<file path="src/rtl/coef_bank_seq.sv">
// Double-buffered biquad coefficient bank with a frame sequencer that streams
// the six coefficients of one filter set to the IIR datapath, one per clock.
module coef_bank_seq #(
    parameter int CANT_BITS = 25,
    parameter int NUM_FILT  = 4,
    parameter int FILT_W    = 2
) (
    input  logic                 clk,
    input  logic                 reset,
    input  logic                 start,
    input  logic [FILT_W-1:0]    filt_sel,
    input  logic                 wr_en,
    input  logic [FILT_W-1:0]    wr_filt,
    input  logic [2:0]           wr_idx,
    input  logic [CANT_BITS-1:0] wr_data,
    input  logic                 commit,
    output logic [CANT_BITS-1:0] cte,
    output logic [3:0]           sel_cte,
    output logic                 cte_valid,
    output logic                 cte_last,
    output logic                 busy,
    output logic                 commit_pend
);
    typedef logic [NUM_FILT-1:0][5:0][CANT_BITS-1:0] bank_t;
    typedef enum logic {IDLE, RUN} state_t;

    state_t            state;
    logic [2:0]        k;
    logic [FILT_W-1:0] filt;
    bank_t             shadow, active;

    logic                 last_beat, take, do_copy;
    logic [FILT_W-1:0]    nf;
    logic [2:0]           nk;
    logic [3:0]           ncode;
    logic [CANT_BITS-1:0] nval;
    bank_t                src;

    // Set 0 powers up as the legacy 5 kHz low-pass; constants are 25-bit signed.
    function automatic logic [CANT_BITS-1:0] rst_coef(input int f, input int i);
        logic signed [24:0] v;
        v = '0;
        if (f == 0) begin
            case (i)
                0:       v = 25'h0004000;
                1:       v = 25'h000423D;
                2:       v = 25'h1FFE876;
                3:       v = 25'h0000552;
                4:       v = 25'h0000AA5;
                default: v = 25'h0000552;
            endcase
        end
        return CANT_BITS'(v);
    endfunction

    always_comb begin
        last_beat = (state == RUN) && (k == 3'd5);
        take      = start && ((state == IDLE) || last_beat);
        do_copy   = (commit_pend || commit) && ((state == IDLE) || last_beat);
        nf        = take ? filt_sel : filt;
        nk        = take ? 3'd0 : k + 3'd1;
        ncode     = (nk < 3'd3) ? {1'b0, nk} : {1'b0, nk} + 4'd2;
        // A copy on this edge must already be visible to the beat being loaded.
        src       = do_copy ? shadow : active;
        nval      = '0;
        if ((int'(nf) < NUM_FILT) && (nk <= 3'd5))
            nval = src[nf][nk];
    end

    assign busy = (state == RUN);

    always_ff @(posedge clk) begin
        if (reset) begin
            state     <= IDLE;
            k         <= '0;
            filt      <= '0;
            cte       <= '0;
            sel_cte   <= '0;
            cte_valid <= 1'b0;
            cte_last  <= 1'b0;
        end else if (take || ((state == RUN) && !last_beat)) begin
            state     <= RUN;
            k         <= nk;
            filt      <= nf;
            cte       <= nval;
            sel_cte   <= ncode;
            cte_valid <= 1'b1;
            cte_last  <= (nk == 3'd5);
        end else begin
            state     <= IDLE;
            cte_valid <= 1'b0;
            cte_last  <= 1'b0;
        end
    end

    always_ff @(posedge clk) begin
        if (reset) begin
            for (int f = 0; f < NUM_FILT; f++) begin
                for (int i = 0; i < 6; i++) begin
                    shadow[f][i] <= rst_coef(f, i);
                    active[f][i] <= rst_coef(f, i);
                end
            end
            commit_pend <= 1'b0;
        end else begin
            if (do_copy) begin
                active      <= shadow;
                commit_pend <= 1'b0;
            end else if (commit) begin
                commit_pend <= 1'b1;
            end
            if (wr_en && (wr_idx <= 3'd5) && (int'(wr_filt) < NUM_FILT))
                shadow[wr_filt][wr_idx] <= wr_data;
        end
    end
endmodule

</file>
<file path="config.mk">
export PLATFORM = sky130hd
export DESIGN_NAME = coef_bank_seq
export DESIGN_NICKNAME = d
export VERILOG_FILES = /design/src/rtl/coef_bank_seq.sv
export SDC_FILE = /design/constraint.sdc
export NUM_CORES = 2
export LEC_CHECK = 0
export ABC_CLOCK_PERIOD_IN_PS = 6300
export CAP_MARGIN = 20
export CORE_MARGIN = 2
export CORE_UTILIZATION = 52
export CTS_BUF_LIST = sky130_fd_sc_hd__clkbuf_4 sky130_fd_sc_hd__clkbuf_8 sky130_fd_sc_hd__clkbuf_16
export CTS_CLUSTER_SIZE = 8
export DETAILED_ROUTE_END_ITERATION = 8
export DONT_BUFFER_PORTS = 1
export GPL_TIMING_DRIVEN = 0
export PLACE_DENSITY = 0.66
export SYNTH_ARGS = -nofsm -noshare
export SYNTH_HDL_FRONTEND = slang
export SYNTH_SLANG_ARGS = --single-unit
</file>
<file path="constraint.sdc">
create_clock -name clk -period 6.3 [get_ports clk]
set_clock_uncertainty 0.1 [all_clocks]
set_input_delay 0 -clock clk [delete_from_list [all_inputs] [get_ports clk]]
set_output_delay 0 -clock clk [all_outputs]
set_load 0.03 [all_outputs]
</file>
==> key figures <==
STA
  • Final hold vios: 0
  • RSZ-0062 raised after global routing: no
  • Worst Hold Slack: 0.0674 ns
  • Setup Viol. Count Final: 0
  • Max-slew headroom: 5.27%
  • Max frequency: 0.159 GHz
  • Clock period minus worst slack: 6.30 ns
  • Period utilization: 100%
  • Setup TNS: 0 ns
  • Max-slew violations: 0
  • Worst-Margin Slew: 1.42 ns

Cells and area
  • Final instance area: 61100 µm²
  • Most frequent cells in the layout: nand2_1 (2732), dfxtp_1 (1236), a21oi_1 (1201)
  • Core Util, Final: 59.9%
  • Area growth syn-to-layout: 14.1%
  • Fillers: 9848
  • Layout Nets: 7664
  • Layout cells sized above 1: 5.59%
  • Leading cell type in the layout, fill and taps excluded: nand2_1

Die
  • Core Area: 102000 µm²
  • Die X: 325 µm
  • Die area: 106000 µm²
  • Number of I/O pins: 70
  • Initial core utilization: 52.5%
  • Rows: 117
  • Die Span Y: 325 µm

Synth
  • Ys flop type: dfxtp_1
  • Avg Inst Size Synth: 7.29 µm²
  • Cells after synthesis: 7345
  • Seq cells post-synth: 1236
  • Synth unique cells: 68
  • Asr flop ratio synth: 0%
  • Syn Nets: 7387
  • Synthesized cell area: 53600 µm²
  • Post-synth EDFFs: 0
  • Ys Warns: 0
  • Post-synthesis sequential area ratio: 46.2%

CTS
  • Clock sinks: 1236
  • CTS Root Buffer Type: clkbuf_16
  • Clock Latency Late Sink: 0.79 ns
  • Post-CTS setup buffer count: 0
  • CTS tree: done
  • CTS Buf Count: 172
  • CTS max path bufs: 3
  • CTS clk-pin slew, worst paths: 0.06 ns
  • H-tree depth: 4

Placement
  • Routability-driven placement congestion ratio: 1.16
  • Cell Area, Placed: 55800 µm²
  • PortBufs: 0
  • Post-DP HPWL: 227000 µm

Worst setup path
  • Worst path required time: 6.90 ns
  • Crit path kind: register to register
  • WP data arrival: 6.90 ns
  • Peak fanout along the critical path: 10
  • CP startpoint: sel_cte[0]$_SDFFE_PP0N_
  • Critical Path Sink Type: register
  • R2R depth: 13
  • Worst-path cell chain: ha_1 -> a21boi_2 -> buf_2 -> nor2_1 -> nor2_1 -> ha_1 -> a211oi_2 -> o21ai_1 -> clkbuf_1 -> a31oi_1 -> o311ai_0 -> or4_1 -> o31ai_1
  • R2R Path Start: sel_cte[0]$_SDFFE_PP0N_
  • Crit path largest cell delay: 0.84 ns
  • Critical-path top delay cell: or4_1
  • Startpoint class of the critical path: register

GRT
  • Largest net degree at the start of global routing: 17
  • Initial antenna violation count: 46
  • All-Layer GR Usage: 54.9%
  • Vias in the first global route: 52900
  • First-pass GRT wire length: 410000 µm
  • GR Overflow Total: 0

Drt
  • DR pass1 iterations: 8
  • Iter 0 DRT Violations: 11200
  • Routed via count: 60500
  • Antenna Nets Post-Route: 0
  • Drt total wl: 301000 µm
  • Met2 wire len: 114000 µm
  • DRC viols: 0
  • Wire length on met3: 50600 µm
  • Top sig layer: met5
  • Vias/cell: 6.70
  • Avg WL per Cell: 33.3 µm
  • M1 wire length: 105000 µm

Power
  • Pwr dens: 306 nW/µm²
  • Overall power: 18.7 mW
  • Peak VDD IR: 0.000305 V
  • LEAKAGE: 19.6 nW

Status
  • Outcome: completed

Min path
  • HP Class: input pin to register
  • Hold Crit Start: start
  • Hold Crit Depth: 6

Job
  • Max cap viols: 0
[through the flow]
stage / std cells / setup WS (ns)
2_1_floorplan: 7345 / 3.08
3_3_place_gp: 8713 / 0.545
3_5_place_dp: 8757 / 0.665
4_1_cts: 8987 / 0.621
5_1_grt: 9008 / 0.227
6_report: 9034 / 0.00000711
[cell type report]
type                            count  area [µm²]  share of cell area [%]
Multi-Input combinational cell   5431       26200                    42.8
Tap cell                         1368        1710                    2.80
Timing Repair Buffer              103        1150                    1.88
Sequential cell                  1236       24700                    40.5
Buffer                            672        2690                    4.40
Clock buffer                      178        4410                    7.21
Clock inverter                     11         176                   0.289
Antenna cell                       29        72.6                   0.119
Inverter                            6        22.5                  0.0368
[synthesized netlist by cell type, types with 2 or more instances]
| library cell | number | area (µm²) |
|---|---|---|
| o21ai_1 | 21 | 105 |
| nand2_1 | 2732 | 10300 |
| a21boi_2 | 2 | 22.5 |
| inv_1 | 5 | 18.8 |
| ha_1 | 5 | 62.6 |
| mux4_2 | 5 | 113 |
| buf_1 | 10 | 37.5 |
| buf_4 | 20 | 150 |
| o311ai_0 | 8 | 70.1 |
| a2111oi_0 | 5 | 43.8 |
| or4_1 | 23 | 173 |
| o211ai_1 | 27 | 203 |
| and2_1 | 7 | 43.8 |
| nand3b_1 | 87 | 653 |
| or3_1 | 4 | 25.0 |
| o2111ai_1 | 68 | 596 |
| a31oi_1 | 27 | 169 |
| a211oi_1 | 5 | 37.5 |
| and3b_1 | 2 | 17.5 |
| nor4_1 | 32 | 200 |
| o311ai_1 | 14 | 123 |
| a2111o_1 | 3 | 33.8 |
| buf_2 | 50 | 250 |
| o31ai_1 | 24 | 180 |
| nor3_1 | 9 | 45.0 |
| and3_1 | 10 | 62.6 |
| a21o_1 | 3 | 22.5 |
| mux2i_1 | 100 | 1000 |
| a22oi_1 | 25 | 188 |
| buf_6 | 3 | 33.8 |
| dfxtp_1 | 1236 | 24700 |
| a32oi_1 | 47 | 412 |
| nor2_1 | 49 | 184 |
| nand3_1 | 494 | 2470 |
| o21ai_0 | 241 | 1210 |
| nand4_1 | 28 | 175 |
| mux2_2 | 71 | 800 |
| o22ai_1 | 23 | 144 |
| a21oi_1 | 1201 | 6010 |
| clkbuf_1 | 589 | 2210 |
| or2_2 | 3 | 18.8 |
[worst max-delay path: cells and delay by family (launching register included)]
family	cells	cell delay, ns
and+or+nand+nor	3	1.82
buffers and inverters	2	0.66
DFF	1	0.40
AOI/OAI and AO/OA	6	2.58
adders and majority gates	2	0.63
[logic make-up (layout without fill, tap and decap cells)]
logic type      after synthesis  count (layout)  share of synthesized area (%)
xor+xnor                      1               1                         0.0164
other cells                   0              29                              0
flops                      1236            1236                           46.2
buf+inv                     678             970                           5.05
compound gates             1758            1758                           18.1
fa+ha+maj                     5               5                          0.117
mux                         176             176                           3.57
simple gates               3491            3491                           26.9
[routing by layer]
metal | vias to the layer above | track usage [%]
met5 | - | 0.815
met4 | 32 | 44.8
met3 | 1385 | 26.2
met2 | 5168 | 72.9
met1 | 28600 | 66.7
li1 | 25300 | -
[power by group]
part / internal (mW) / leakage (nW) / switching, mW / total [mW]
Sequential: 7.91 / 9.97 / 0.132 / 8.04
Combinational: 0.390 / 7.40 / 1.79 / 2.18
Clock: 4.90 / 2.25 / 3.60 / 8.50
[final timing paths]
path | end | slack [ns]
setup / recovery | cte[4]$_SDFFE_PP0N_ | 0.000007
hold / removal | sel_cte[2]$_SDFFE_PP0N_ | 0.07
setup reg to reg | cte[4]$_SDFFE_PP0N_ | 0.000007
hold reg to reg | active[359]$_SDFF_PP0_ | 0.35
[state kept, by name, summed over array words and instances (netlist names), 2 cells and up]
register / cells
active: 600
shadow: 600
cte: 25
sel_cte: 4
filt: 2
k: 2
[what timing repair did]
action | 4_1_cts | 5_1_grt
gates resized for setup | 0 | 0
hold buffers | 41 | 0
endpoints found under the hold margin | 615 | 0
Note: power is estimated with default switching activity, not from simulation.
